## src/rtl/dual_issue_dispatcher.sv

```systemverilog
// dual_issue_dispatcher
//   In-order dual-issue dispatcher. Looks at the two oldest instruction
//   buffer entries, decides whether to issue none, entry0 alone, or both,
//   returns pop0/pop1 to the buffer and registers the issued instructions
//   into two slot registers. A load scoreboard holds consumers of an
//   outstanding load destination until its writeback.
//
//   Optional feature macro: DISPATCH_PERF_EN
//     defined   -> perf_dual_issue / perf_stall 32-bit wrapping counters
//     undefined -> neither port nor counters exist
//
// Ports
//   clk, rst                 clock, asynchronous active-high reset
//   flush                    redirect; kills slot valids, blocks pops
//   entry0_*/entry1_*        oldest / second-oldest buffer entries
//   entry_count              valid entries in buffer (0-4)
//   issue_ready              execute stage accepts the slots this cycle
//   wb_valid, wb_rd          load writeback clearing a scoreboard bit
//   pop0, pop1               entries consumed this cycle (combinational)
//   slot0_*/slot1_*          registered issue slots
//   sb_busy                  outstanding-load scoreboard
//   perf_dual_issue/_stall   performance counters (DISPATCH_PERF_EN only)
module dual_issue_dispatcher #(
  parameter int XLEN  = 32,
  parameter int NREGS = 32
) (
  input  logic             clk,
  input  logic             rst,
  input  logic             flush,
  input  logic [XLEN-1:0]  entry0_instruction,
  input  logic [XLEN-1:0]  entry0_address,
  input  logic [XLEN-1:0]  entry1_instruction,
  input  logic [XLEN-1:0]  entry1_address,
  input  logic [3:0]       entry_count,
  input  logic             issue_ready,
  input  logic             wb_valid,
  input  logic [4:0]       wb_rd,
  output logic             pop0,
  output logic             pop1,
  output logic             slot0_valid,
  output logic [XLEN-1:0]  slot0_instr,
  output logic [XLEN-1:0]  slot0_pc,
  output logic             slot1_valid,
  output logic [XLEN-1:0]  slot1_instr,
  output logic [XLEN-1:0]  slot1_pc,
`ifdef DISPATCH_PERF_EN
  output logic [31:0]      perf_dual_issue,
  output logic [31:0]      perf_stall,
`endif
  output logic [NREGS-1:0] sb_busy
);

  localparam logic [6:0] OPC_LOAD   = 7'b0000011;
  localparam logic [6:0] OPC_MISC   = 7'b0001111;
  localparam logic [6:0] OPC_OPIMM  = 7'b0010011;
  localparam logic [6:0] OPC_AUIPC  = 7'b0010111;
  localparam logic [6:0] OPC_STORE  = 7'b0100011;
  localparam logic [6:0] OPC_OP     = 7'b0110011;
  localparam logic [6:0] OPC_LUI    = 7'b0110111;
  localparam logic [6:0] OPC_BRANCH = 7'b1100011;
  localparam logic [6:0] OPC_JALR   = 7'b1100111;
  localparam logic [6:0] OPC_JAL    = 7'b1101111;
  localparam logic [6:0] OPC_SYSTEM = 7'b1110011;

  function automatic logic reads_rs1(input logic [6:0] op);
    return !(op == OPC_LUI || op == OPC_AUIPC || op == OPC_JAL);
  endfunction

  function automatic logic reads_rs2(input logic [6:0] op);
    return (op == OPC_OP || op == OPC_STORE || op == OPC_BRANCH);
  endfunction

  function automatic logic writes_rd(input logic [6:0] op);
    return !(op == OPC_STORE || op == OPC_BRANCH || op == OPC_MISC);
  endfunction

  function automatic logic is_alu(input logic [6:0] op);
    return (op == OPC_OP || op == OPC_OPIMM || op == OPC_LUI || op == OPC_AUIPC);
  endfunction

  function automatic logic ends_group(input logic [6:0] op);
    return (op == OPC_BRANCH || op == OPC_JAL || op == OPC_JALR || op == OPC_SYSTEM);
  endfunction

  logic [6:0] op0, op1;
  logic [4:0] rd0, rs1_0, rs2_0, rd1, rs1_1, rs2_1;
  logic       use_rs1_0, use_rs2_0, wr_rd0, use_rs1_1, use_rs2_1, wr_rd1;
  logic       haz0, haz1, raw01, waw01, can0, can1;
  logic [NREGS-1:0] sb_set, sb_clr;

  assign op0   = entry0_instruction[6:0];
  assign rd0   = entry0_instruction[11:7];
  assign rs1_0 = entry0_instruction[19:15];
  assign rs2_0 = entry0_instruction[24:20];
  assign op1   = entry1_instruction[6:0];
  assign rd1   = entry1_instruction[11:7];
  assign rs1_1 = entry1_instruction[19:15];
  assign rs2_1 = entry1_instruction[24:20];

  // x0 references are folded into the "use" qualifiers so they never hazard.
  assign use_rs1_0 = reads_rs1(op0) && (rs1_0 != 5'd0);
  assign use_rs2_0 = reads_rs2(op0) && (rs2_0 != 5'd0);
  assign wr_rd0    = writes_rd(op0) && (rd0 != 5'd0);
  assign use_rs1_1 = reads_rs1(op1) && (rs1_1 != 5'd0);
  assign use_rs2_1 = reads_rs2(op1) && (rs2_1 != 5'd0);
  assign wr_rd1    = writes_rd(op1) && (rd1 != 5'd0);

  assign haz0 = (use_rs1_0 && sb_busy[rs1_0]) || (use_rs2_0 && sb_busy[rs2_0]) ||
                (wr_rd0 && sb_busy[rd0]);
  assign haz1 = (use_rs1_1 && sb_busy[rs1_1]) || (use_rs2_1 && sb_busy[rs2_1]) ||
                (wr_rd1 && sb_busy[rd1]);

  assign raw01 = wr_rd0 && ((use_rs1_1 && rs1_1 == rd0) || (use_rs2_1 && rs2_1 == rd0));
  assign waw01 = wr_rd0 && wr_rd1 && (rd1 == rd0);

  // rst gates the pops so the buffer is never popped during reset.
  assign can0 = !rst && (entry_count != 4'd0) && issue_ready && !flush && !haz0;
  assign can1 = can0 && (entry_count >= 4'd2) && is_alu(op1) && !ends_group(op0) &&
                !raw01 && !waw01 && !haz1;

  assign pop0 = can0;
  assign pop1 = can1;

  always_comb begin
    sb_set = '0;
    sb_clr = '0;
    if (can0 && op0 == OPC_LOAD && rd0 != 5'd0) sb_set[rd0] = 1'b1;
    if (can1 && op1 == OPC_LOAD && rd1 != 5'd0) sb_set[rd1] = 1'b1;
    if (wb_valid) sb_clr[wb_rd] = 1'b1;
  end

  always_ff @(posedge clk or posedge rst) begin
    if (rst) begin
      sb_busy <= '0;
    end else begin
      // set applied after clear so a same-cycle collision leaves the bit set
      sb_busy <= (sb_busy & ~sb_clr) | sb_set;
    end
  end

  always_ff @(posedge clk or posedge rst) begin
    if (rst) begin
      slot0_valid <= 1'b0;
      slot0_instr <= '0;
      slot0_pc    <= '0;
      slot1_valid <= 1'b0;
      slot1_instr <= '0;
      slot1_pc    <= '0;
    end else if (flush) begin
      slot0_valid <= 1'b0;
      slot0_instr <= '0;
      slot0_pc    <= '0;
      slot1_valid <= 1'b0;
      slot1_instr <= '0;
      slot1_pc    <= '0;
    end else if (issue_ready) begin
      slot0_valid <= can0;
      slot0_instr <= can0 ? entry0_instruction : '0;
      slot0_pc    <= can0 ? entry0_address     : '0;
      slot1_valid <= can1;
      slot1_instr <= can1 ? entry1_instruction : '0;
      slot1_pc    <= can1 ? entry1_address     : '0;
    end
  end

`ifdef DISPATCH_PERF_EN
  always_ff @(posedge clk or posedge rst) begin
    if (rst) begin
      perf_dual_issue <= '0;
      perf_stall      <= '0;
    end else begin
      if (pop1) perf_dual_issue <= perf_dual_issue + 32'd1;
      if (entry_count != 4'd0 && !pop0) perf_stall <= perf_stall + 32'd1;
    end
  end
`endif

endmodule

```

## config.mk

```make
export PLATFORM = sky130hd
export DESIGN_NAME = dual_issue_dispatcher
export DESIGN_NICKNAME = d
export VERILOG_FILES = /design/src/rtl/dual_issue_dispatcher.sv
export SDC_FILE = /design/constraint.sdc
export NUM_CORES = 1
export LEC_CHECK = 0
export BUFFER_PORTS_ARGS = -buffer_cell sky130_fd_sc_hd__buf_2
export CORE_MARGIN = 4
export CORE_UTILIZATION = 50
export CTS_CLUSTER_DIAMETER = 40
export DETAILED_ROUTE_END_ITERATION = 16
export GPL_TIMING_DRIVEN = 0
export PLACE_DENSITY = 0.91
export SLEW_MARGIN = 20
export SYNTH_ARGS = -nofsm -noshare
export SYNTH_HDL_FRONTEND = slang
export SYNTH_SLANG_ARGS = --single-unit
export TNS_END_PERCENT = 50
```

## constraint.sdc

```tcl
create_clock -name clk -period 5.9 [get_ports clk]
set_input_delay 0.885 -clock clk [delete_from_list [all_inputs] [get_ports clk]]
set_output_delay 0.885 -clock clk [all_outputs]
set_load 0.01 [all_outputs]
```

## Word level (Yosys, flattened, before mapping)

Cells that the tools add are included.
Widths: inputs -> output; s select.

- $add $sub $neg: 0
- Multipliers: 0
- Divide/modulo/power cells: 0
- Order comparisons: 11
- Eq/ne operators: 22
- Shift-type cells: 0
- Muxes and demuxes: 37
- Bitwise operators: 4
- Reduce and logical (&&, ||, !) cells: 76

Operators by type and width:

| kind | number |
|---|---|
| $mux 32 | 15 |
| $or 32x32->32 | 2 |
| $eq 7x6->1 const B | 6 |
| $eq 7x7->1 const B | 6 |
| $lt 5x6->1 const B | 7 |
| $logic_and 1x1->1 | 34 |
| $and 32x32->32 | 1 |
| $not 32->32 | 1 |
| $bmux 1 s5 | 6 |
| $reduce_bool 5->1 | 6 |
| $logic_or 1x1->1 | 23 |
| $eq 7x5->1 const B | 3 |
| $demux 1 s5 | 3 |
| $eq 5x5->1 | 3 |
| $ge 5x1->1 const B | 3 |
| $eq 7x2->1 const B | 2 |
| $eq 7x4->1 const B | 2 |
| $mux 1 | 13 |
| $logic_not 1->1 | 11 |
| $ge 4x2->1 const B | 1 |
| $reduce_bool 4->1 | 1 |
| $reduce_bool 2->1 | 1 |

- Register bits after elaboration: 162
- Latch bits: 0
- RAM bits: 0
- Memory bits (read-only): 0
- Bits of input ports: 142
- Output and inout bits: 164
- Logic and storage cells: 157
- Memories kept: 0

## Longest topological paths before layout

Gate-level depths: netlist of run 1.

- Depth in word-level cells: 20
- Mapped depth: 12
- Gate-level depth less buffers: 7

## Worst setup path after synthesis of run 1

OpenSTA, ideal clock, no wires.

- Path kind: input port to output port
- From: in entry1_instruction[16]
- To: out pop1
- Arrival: 3.123 ns
- Required time: 5.015 ns
- Setup slack: 1.892 ns
- Cell stages on the path: 8
- Path buffers: 2
- Path through: clkbuf_1 -> mux4_2 -> mux4_2 -> o21ai_1 -> a21oi_1 -> nand4b_2 -> clkbuf_1 -> nor2_1

- Longest elaborated chain between the ends: 9
- Elaborated cells between the ends (all ways): 16
- Those cells by class: eq/ne: 1; mux: 2; reduce/logical: 13

RTL lines:

| what | RTL line | RTL |
|---|---|---|
| start: declaration | 32 | `input logic [XLEN-1:0] entry1_instruction,` |
| parallel branches: the longest is 8 deep, another holds $bmux 1 s5 | - |  |
| $logic_and 1x1->1 (*) | 119 | `!raw01 && !waw01 && !haz1;` |
| end: declaration | 39 | `output logic pop1,` |

Every way passes the cells marked *. The select of a mux whose other input is x is not followed.

## Worst setup path in the final report of run 1

- From: in entry1_instruction[7]
- To: out pop1

- Longest elaborated chain between the ends: 7
- Elaborated cells between the ends (all ways): 13
- Those cells by class: eq/ne: 1; mux: 2; reduce/logical: 10

RTL lines:

| what | RTL line |
|---|---|
| parallel branches: the longest is 6 deep, another holds $bmux 1 s5 | - |
| $logic_and 1x1->1 (*) | 119 |

Marks and branches as above.

==> impl_metrics.toml, run 1 <==
[routing]
wl_met3_um = 3770
via_per_inst = 6.28
drt_iter0_drc = 827
top_layer_used = "met5"
vias = 8222
met1_length_um = 10400
antenna_left = 0
wirelength_um = 29500
dr_wl_met2_um = 14000
dr.pass1.iters = 5
wl_per_cell_um = 22.5
drcViolationCount = 0

[critical_path]
cp.arrival_ps = 3890
slowest_stage = "mux4_2"
cpMostUsedCell = "buf_2"
crit_path_max_fanout = 10
end_kind = "primary output"
critical_path_required_ps = 5020
max_stage_delay_ps = 580
crit_chain = "buf_2 -> buf_1 -> mux4_2 -> mux2i_1 -> a21oi_1 -> o21ai_1 -> clkbuf_1 -> nand2_1 -> nor2_1 -> buf_2"
startpoint_type = "input pin"
path_class = "in2out"

[clock_tree]
post_cts_resized = 0
hold_buffers = 0
cts-htree-levels = 4
cts_tree = "done"
numCtsBuffers = 17
clkTransAtPathRegs_ps = 70
cts_setup_buffers = 0
root_buffer = "clkbuf_16"
cts_buffer_depth = 2
worst_skew_pair.late_latency_ps = 440
cts_sinks = 162

[placed_design]
portBuffers = 290
place_area_um2 = 10200
hpwl_um = 21500
place.gp.congestion = 0.980
pre_cts_slack_ps = 1170

[global_route]
first_global_vias = 7993
antenna_found_initial = 1
grt_max_degree = 93
track_usage_pct = 30.8
overflow = 0
grt_pass1_wl_um = 44200

[timing]
hold_violations = 0
worstMarginPinSlew_ps = 887
timing.final.crit_share_pct = 81.0
setup_viol = 0
slew_headroom_pct = 39.3
rsz0062_at_grt = "no"
finalSetupTns_ps = 0
period_needed_ps = 4780
slew_viol_final = 0
skew_ps = 11.2
setup_ws_ps = 1120
fmax_mhz = 209

[yosys]
synth_seq_cells = 162
avgSynthCellArea_um2 = 11.0
syn_inst = 766
synth_flop_cell = "dfrtp_1"
seq_area_frac_synth_pct = 48.2
synth_top_area_share_pct = 48.2
synth_edf_count = 0
synth.area.top_cells = "dfrtp_1 48%, mux4_2 12%, a22o_1 6.8%"
synth_async_sr_flop_share_pct = 100
synthesis.nets = 908
synth_cell_types = 59
synth_area_um2 = 8410
yosysWarnings = 0
yosysTopAreaCell = "dfrtp_1"

[finish]
fin_nets = 1218
fill_cells = 1260
drive_gt1_share_pct = 37.5
most-common-layout-cells = "303 x buf_2, 162 x dfrtp_1, 82 x nand2_1"
stdcell_area_um2 = 10800
syn2layout_area_growth_pct = 28.3
mostFrequentLayoutCell = "buf_2"

[power]
peakVddDrop_mv = 0.205
pwr_density_cell_nw_per_um2 = 237
p_leak_nw = 5.25

[die]
dieWidth_um = 138
ios = 306
dieArea_um2 = 18900
die_height_um = 138
rows = 47
core_um2 = 16500
initial_utilization_pct = 50.9

[run_status]
outcome = "completed"

[worst_hold_path]
hold_path.class = "reg2reg"

[flow_run]
maxCapViolCount = 0
[layout make-up]
type                    count  area, µm²  share of cell area, %
flip-flops and latches    162       4050                   37.6
well taps                 220        275                   2.55
repair buffers            291       1480                   13.7
clock inverters            15        186                   1.73
clock buffers              17        425                   3.95
plain buffers              70        347                   3.21
diodes                      1       2.50                 0.0232
inverters                   3       18.8                  0.174
multi-input cells         531       3990                   37.0
[logic make-up after synthesis]
| kind of cell | after synthesis | synth area share, % |
|---|---|---|
| AO/OA/AOI/OAI | 229 | 17.6 |
| AND/OR/NAND/NOR | 221 | 14.0 |
| flip-flops | 162 | 48.2 |
| XOR/XNOR | 15 | 1.56 |
| buffers and inverters | 73 | 4.26 |
| multiplexers | 66 | 14.3 |
[cells in the mapped netlist (all sizes together), types with 5 or more instances]
cell type and count:
dfrtp 162, o21ai 131, nand2 82, nand3 67
a22o 65, mux4 43, clkbuf 39, buf 31
mux2i 19, nor2 12, nor2b 10, xor2 10
nand3b 9, nor4 5, xnor2 5
[per-layer routing]
metal,vias up,GRT usage [%]
met4,2,14.3
met1,3937,39.1
met2,634,48.9
li1,3523,-
met5,-,0
met3,126,8.88
[through the flow]
| step | hold slack, ps | power (mW) | instances | utilization [%] |
|---|---|---|---|---|
| 2_1_floorplan | 516 | 1.31 | 766 | - |
| 3_3_place_gp | 458 | 1.43 | 1276 | 61.3 |
| 3_5_place_dp | 465 | 1.43 | 1277 | 61.5 |
| 4_1_cts | 482 | 2.57 | 1309 | 65.2 |
| 5_1_grt | 496 | 2.65 | 1309 | 65.2 |
| 6_report | 478 | 2.56 | 1310 | 65.2 |
[critical path: cells and delay by family]
kind / cells / cell delay [ps]
and+or+nand+nor: 2 / 420
muxes: 2 / 810
AOI/OAI and AO/OA: 2 / 520
buffers and inverters: 4 / 1260
[flip-flops by register name (all words and copies together) (netlist names)]
| name | count |
|---|---|
| slot1_valid | 1 |
| slot0_instr | 32 |
| slot1_instr | 32 |
| slot1_pc | 32 |
| sb_busy | 32 |
| slot0_valid | 1 |
| slot0_pc | 32 |
[worst paths after layout]
path	start	endpoint	slack (ps)	cells past startpoint
max reg2reg	sb_busy[31]$_DFF_PP0_	slot1_pc[5]$_DFFE_PP0P_	2980	9
max	entry1_instruction[7]	pop1	1120	10
min in group asynchronous	rst	slot0_instr[6]$_DFFE_PP0P_	500	2
max in group asynchronous	rst	slot1_instr[12]$_DFFE_PP0P_	4580	3
min	slot1_instr[9]$_DFFE_PP0P_	slot1_instr[9]$_DFFE_PP0P_	480	2
min reg2reg	slot1_instr[9]$_DFFE_PP0P_	slot1_instr[9]$_DFFE_PP0P_	480	2
[power breakdown]
group	switching, mW	internal (mW)
combinational	0.178	0.105
clock	0.529	0.612
sequential	0.00897	1.12
total	0.716	1.84
(Power assumes the default switching activity.)
==> inputs of run 2 (changes only) <==
--- a/config.mk
+++ b/config.mk
@@ -7,11 +7,11 @@
 export LEC_CHECK = 0
 export BUFFER_PORTS_ARGS = -buffer_cell sky130_fd_sc_hd__buf_2
 export CORE_MARGIN = 4
-export CORE_UTILIZATION = 50
+export CORE_UTILIZATION = 45
 export CTS_CLUSTER_DIAMETER = 40
 export DETAILED_ROUTE_END_ITERATION = 16
 export GPL_TIMING_DRIVEN = 0
-export PLACE_DENSITY = 0.91
+export PLACE_DENSITY = 0.87
 export SLEW_MARGIN = 20
 export SYNTH_ARGS = -nofsm -noshare
 export SYNTH_HDL_FRONTEND = slang
==> constraint.sdc (replaced) <==
create_clock -name clk -period 4.08 [get_ports clk]
set_input_delay 0.612 -clock clk [delete_from_list [all_inputs] [get_ports clk]]
set_output_delay 0.612 -clock clk [all_outputs]
set_load 0.01 [all_outputs]
==> run 2 against run 1 <==
Effect of this change:
- die area increased by 10%
- count of clock-buffer cells in the layout did not move
- first-iteration DRC count down 19%
- global-route usage is 2.6 points lower
- sequential power up 45%
- utilization fell by 5.4 points
- flip-flop and latch count unchanged
- final area is 0.73% higher
- combinational power up 48%
- critical endpoint unchanged
- highest routed layer unchanged
==> impl_metrics.toml, run 2 (same netlist as run 1, synthesis figures left out) <==
[critical_path]
regToRegStartpoint = "sb_busy[27]$_DFF_PP0_"
startpoint_type = "input pin"
reg2regPathDepth = 8
crit_chain = "buf_2 -> buf_1 -> mux4_2 -> mux4_2 -> a31oi_1 -> and4_1 -> buf_2 -> buf_4 -> nand2_1 -> nor2_1 -> buf_2"
end_kind = "primary output"
slowest_stage = "mux4_2"
max_stage_delay_ps = 480
cp_top_family = "buffers and inverters"
crit_start = "entry0_instruction[18]"
timing.rr.end = "sb_busy[4]$_DFF_PP0_"
critical_path_required_ps = 3470
cpMostUsedCell = "buf_2"
crit_path_max_fanout = 10
reg2reg_slack_ps = 1270
endpoint = "pop1"
critPathBufInv = 5
cp.arrival_ps = 3250
cp_num_cells = 11
path_class = "in2out"

[run_status]
outcome = "completed"

[clock_tree]
worst_skew_pair.late_latency_ps = 440
clkTransAtPathRegs_ps = 70
cts_setup_buffers = 0
cts_buffer_depth = 2
cts-htree-levels = 4
root_buffer = "clkbuf_16"
cts_tree = "done"
cts_sinks = 162
numCtsBuffers = 17

[placed_design]
portBuffers = 290
pre_cts_slack_ps = -31.6
place_area_um2 = 10300
hpwl_um = 22700
place.gp.congestion = 0.968

[timing]
timing.final.crit_share_pct = 94.6
setup_ws_ps = 218
worstMarginPinSlew_ps = 944
slew_headroom_pct = 36.5
slew_viol_final = 0
hold_violations = 0
rsz0062_at_grt = "no"
skew_ps = 19.9
fmax_mhz = 259
period_needed_ps = 3860
setup_viol = 0

[routing]
drcViolationCount = 0
drt_iter0_drc = 671
vias = 8095
antenna_left = 0
wl_per_cell_um = 22.5
via_per_inst = 6.11
dr.pass1.iters = 5
wirelength_um = 29800

[finish]
final_util_pct = 59.8
mostFrequentLayoutCell = "buf_2"
syn2layout_area_growth_pct = 29.2
fin_nets = 1222
drive_gt1_share_pct = 38.1
fill_cells = 1518
stdcell_area_um2 = 10900
most-common-layout-cells = "303 x buf_2, 162 x dfrtp_1, 82 x nand2_1"

[power]
pwr_density_cell_nw_per_um2 = 335
peakVddDrop_mv = 0.269
power_frac_seq_pct = 45.0
power_mw = 3.64
p_leak_nw = 5.28
switching_share_pct = 28.4
p_clk_share_pct = 43.5
switching_power_mw = 1.03
pwr-share-comb_pct = 11.5
cell_internal_pwr_mw = 2.61

[die]
initial_utilization_pct = 46.3
dieWidth_um = 145
core_um2 = 18100
ios = 306
rows = 49
dieArea_um2 = 20900
die_height_um = 145

[global_route]
grt_max_degree = 35
overflow = 0
antenna_found_initial = 2
track_usage_pct = 28.2
grt_pass1_wl_um = 45400
first_global_vias = 8179

[worst_hold_path]
hold_path.class = "in2async"

[flow_run]
maxCapViolCount = 0
==> run 2: cell count changes in the layout (fill, tap and decap cells not counted), sizes merged <==
cell      delta
clkbuf       +1
buf          +3
bufinv       -1
clkinvlp     +2
inv          -2
diode        +1
clkinv       +1
==> run 2: stage by stage <==
step | hold slack (ps) | instances | TNS, ps
3_3_place_gp | 456 | 1285 | -48.5
6_report | 206 | 1324 | 0
2_1_floorplan | 516 | 766 | 0
5_1_grt | 219 | 1323 | 0
4_1_cts | 195 | 1322 | 0
3_5_place_dp | 461 | 1290 | -31.6
==> run 2: worst min path at each step <==
stage                     cells after the start                  startpoint                         end
after floorplan                               2  slot1_instr[0]$_DFFE_PP0P_  slot1_instr[0]$_DFFE_PP0P_
after global placement                        1     slot0_valid$_DFFE_PP0P_     slot0_valid$_DFFE_PP0P_
after detailed placement                      1     slot0_valid$_DFFE_PP0P_     slot0_valid$_DFFE_PP0P_
after CTS                                     2                         rst    slot0_pc[23]$_DFFE_PP0P_
after global routing                          2                         rst    slot0_pc[23]$_DFFE_PP0P_
final                                         2                         rst    slot0_pc[24]$_DFFE_PP0P_
==> run 2: cell type report <==
cell class / instances / area [µm²] / share of cell area, %
inverter: 3 / 15.0 / 0.138
multi-input combinational: 531 / 4000 / 36.9
antenna: 2 / 5.00 / 0.0461
timing repair buffer: 295 / 1560 / 14.4
clock buffer: 17 / 425 / 3.92
buffer: 70 / 352 / 3.24
clock inverter: 15 / 161 / 1.49
tap: 229 / 287 / 2.64
sequential: 162 / 4050 / 37.3
==> run 2: per-layer routing <==
layer / wire, µm / vias to the layer above / track usage (%) / share of wire, %
met4: 1090 / 2 / 12.3 / 3.7
met3: 3250 / 91 / 6.93 / 11
met2: 14600 / 581 / 47.0 / 49
met1: 10900 / 3888 / 35.0 / 36
met5: 13 / - / 0 / 0.044
li1: - / 3533 / - / -
==> run 2: power by group through the flow <==
stage	registers (mW)	logic, mW	clock network, mW
finish	1.64	0.419	1.58
floorplan	1.68	0.213	0
detailed placement	1.67	0.416	0
global route	1.64	0.457	1.67
global placement	1.67	0.394	0
CTS	1.64	0.419	1.60
==> run 2: repair_timing <==
action	in CTS	in global routing
hold endpoints to repair	0	0
endpoints found under the setup margin	1	1
gates resized for setup	1	7
hold buffers	0	0
gates cloned	0	0
==> run 2: worst reg2reg max path, delay by kind of cell (launching register included) <==
family,cells,cell delay (ps)
buf+inv,2,350
flops,1,520
simple gates,2,460
mux,2,990
compound gates,2,410
==> inputs of run 3 (changes only) <==
--- a/config.mk
+++ b/config.mk
@@ -5,13 +5,15 @@
 export SDC_FILE = /design/constraint.sdc
 export NUM_CORES = 1
 export LEC_CHECK = 0
+export ABC_AREA = 1
 export BUFFER_PORTS_ARGS = -buffer_cell sky130_fd_sc_hd__buf_2
 export CORE_MARGIN = 4
-export CORE_UTILIZATION = 45
+export CORE_UTILIZATION = 51
 export CTS_CLUSTER_DIAMETER = 40
 export DETAILED_ROUTE_END_ITERATION = 16
 export GPL_TIMING_DRIVEN = 0
-export PLACE_DENSITY = 0.87
+export PLACE_DENSITY = 0.91
+export SKIP_CTS_REPAIR_TIMING = 1
 export SLEW_MARGIN = 20
 export SYNTH_ARGS = -nofsm -noshare
 export SYNTH_HDL_FRONTEND = slang
==> constraint.sdc (replaced) <==
create_clock -name clk -period 4.1 [get_ports clk]
set_input_delay 0.615 -clock clk [delete_from_list [all_inputs] [get_ports clk]]
set_output_delay 0.615 -clock clk [all_outputs]
set_load 0.01 [all_outputs]
==> run 3 against run 2 <==
Effect of this change:
- flip-flop and latch count stayed put
- hold slack better by 24 ps
- combinational power up 9.5%
- largest cell class is now multi-input combinational cells
- sequential power barely moved
- highest routed layer is now met4
- synthesized cell count up 75%
- clock power barely moved
- routed wire length up 16%
- count of clock-buffer cells in the layout is the same
- critical path type unchanged
==> impl_metrics.toml, run 3 <==
[clock_tree]
cts_buffer_depth = 2
numCtsBuffers = 17
cts_sinks = 162
clkTransAtPathRegs_ps = 80
worst_skew_pair.late_latency_ps = 440
root_buffer = "clkbuf_16"
cts_tree = "done"
cts-htree-levels = 4

[finish]
most-common-layout-cells = "554 x nand2_1, 328 x buf_2, 225 x nand3_1"
drive_gt1_share_pct = 22.5
mostFrequentLayoutCell = "nand2_1"
fin_nets = 1802
final_util_pct = 66.4
regArea_um2 = 4050
syn2layout_area_growth_pct = 27.2
fill_cells = 1475
multi_input_area_um2 = 4340

[yosys]
yosysWarnings = 0
seq_area_frac_synth_pct = 44.7
avgSynthCellArea_um2 = 6.75
synth_seq_cells = 162
synth.most_common_cell = "nand2_1"
synthesis.nets = 1484
synth_async_sr_flop_share_pct = 100
syn_inst = 1342
synth_area_um2 = 9060
synth_edf_count = 0
yosysTopAreaCell = "dfrtp_1"
synth_flop_cell = "dfrtp_1"
synth.area.top_cells = "dfrtp_1 45%, nand2_1 23%, nand3_1 12%"
ys_top_cells_by_count = "554 x nand2_1, 225 x nand3_1, 162 x dfrtp_1, 117 x nor2_1, 81 x inv_1"
synth_top_area_share_pct = 44.7
synth_cell_types = 26

[routing]
drcViolationCount = 0
wl_per_cell_um = 18.3
via_per_inst = 5.55
antenna_left = 0
drt_iter0_drc = 1157
vias = 10600
wirelength_um = 34700
dr.pass1.iters = 6

[global_route]
track_usage_pct = 33.9
grt_pass1_wl_um = 52900
grt_max_degree = 34
first_global_vias = 9852
antenna_found_initial = 1
overflow = 0

[timing]
slew_viol_final = 0
slew_headroom_pct = 44.5
timing.final.crit_share_pct = 91.5
setup_viol = 0
hold-worst-slack_ps = 229
worstMarginPinSlew_ps = 831
fmax_mhz = 267
skew_ps = 12.5
hold_violations = 0
period_needed_ps = 3750
finalSetupTns_ps = 0
setup_ws_ps = 348
rsz0062_at_grt = "no"

[power]
cell_internal_pwr_mw = 2.58
pwr_density_cell_nw_per_um2 = 318
switching_power_mw = 1.08
power_frac_seq_pct = 44.4
switching_share_pct = 29.5
power_mw = 3.66
p_clk_share_pct = 43.0
peakVddDrop_mv = 0.261
p_leak_nw = 6.78
pwr-share-comb_pct = 12.5

[critical_path]
timing.rr.end = "sb_busy[2]$_DFF_PP0_"
reg2reg_slack_ps = 1570
cp.arrival_ps = 3140
path_class = "in2out"
end_kind = "primary output"
critical_path_required_ps = 3480
regToRegStartpoint = "sb_busy[18]$_DFF_PP0_"
startpoint_type = "input pin"
reg2regPathDepth = 14
crit_start = "entry0_instruction[7]"
crit_path_max_fanout = 10

[placed_design]
portBuffers = 294
hpwl_um = 25500
place.gp.congestion = 1.00
pre_cts_slack_ps = 448

[die]
die_height_um = 141
initial_utilization_pct = 52.2
core_um2 = 17400
ios = 306
dieWidth_um = 141
rows = 48
dieArea_um2 = 20000

[worst_hold_path]
hold_path.class = "in2async"

[flow_run]
maxCapViolCount = 0

[run_status]
outcome = "completed"
-- run 3: kinds of logic (layout without fill, tap and decap cells) --
kind of cell / count (synthesis) / after routing / synth area share [%]
AOI/OAI and AO/OA: 90 / 90 / 5.09
xor gates and xnor gates: 7 / 7 / 0.677
buffers and inverters: 156 / 487 / 7.39
DFF: 162 / 162 / 44.7
other: 0 / 3 / 0
and+or+nand+nor: 927 / 927 / 42.1
-- run 3: routing by layer --
| metal | wire length, µm | share of wire, % | GRT usage (%) | up-vias |
|---|---|---|---|---|
| li1 | - | - | - | 4911 |
| met1 | 13100 | 38 | 44.1 | 4825 |
| met2 | 15600 | 45 | 52.9 | 671 |
| met3 | 4190 | 12 | 8.63 | 143 |
| met4 | 1780 | 5.1 | 16.7 | 0 |
| met5 | 0 | 0 | 0 | - |
-- run 3: worst max-delay path: stages --
cell and delay [ps]:
buf_2 110, inv_2 100, clkbuf_1 520, nand2_1 130
nand2_1 80, nand2_1 70, nand2_1 80, nand2_1 50
nand3_1 80, nor2_1 80, a21oi_2 170, nand2_1 100
nor2_4 350, buf_6 220, nand2_1 140, inv_1 80
buf_2 130
-- run 3: power groups by stage --
stage	combinational, mW	clock, mW	sequential (mW)
2_1_floorplan	0.248	0	1.66
3_3_place_gp	0.427	0	1.66
3_5_place_dp	0.449	0	1.66
4_1_cts	0.451	1.58	1.63
5_1_grt	0.507	1.65	1.63
6_report	0.459	1.58	1.63
-- run 3: how the worst max path moves through the flow --
stage | end
CTS | pop1
floorplan | pop1
global placement | slot1_instr[8]$_DFFE_PP0P_
detailed placement | pop1
finish | pop1
global route | pop1
-- run 3: layout make-up --
class	instances	share of cell area (%)
antenna	3	0.0651
buffer	70	3.01
clock buffer	17	3.69
clock inverter	15	1.43
inverter	86	2.83
multi-input combinational	1024	37.7
sequential	162	35.2
tap	225	2.44
timing repair buffer	299	13.7
-- run 3: metrics by stage --
step	area, µm²	std cells
after floorplan	9070	1342
after global placement	10800	1861
after detailed placement	10900	1866
after CTS	11500	1898
after global routing	11500	1899
final	11500	1901
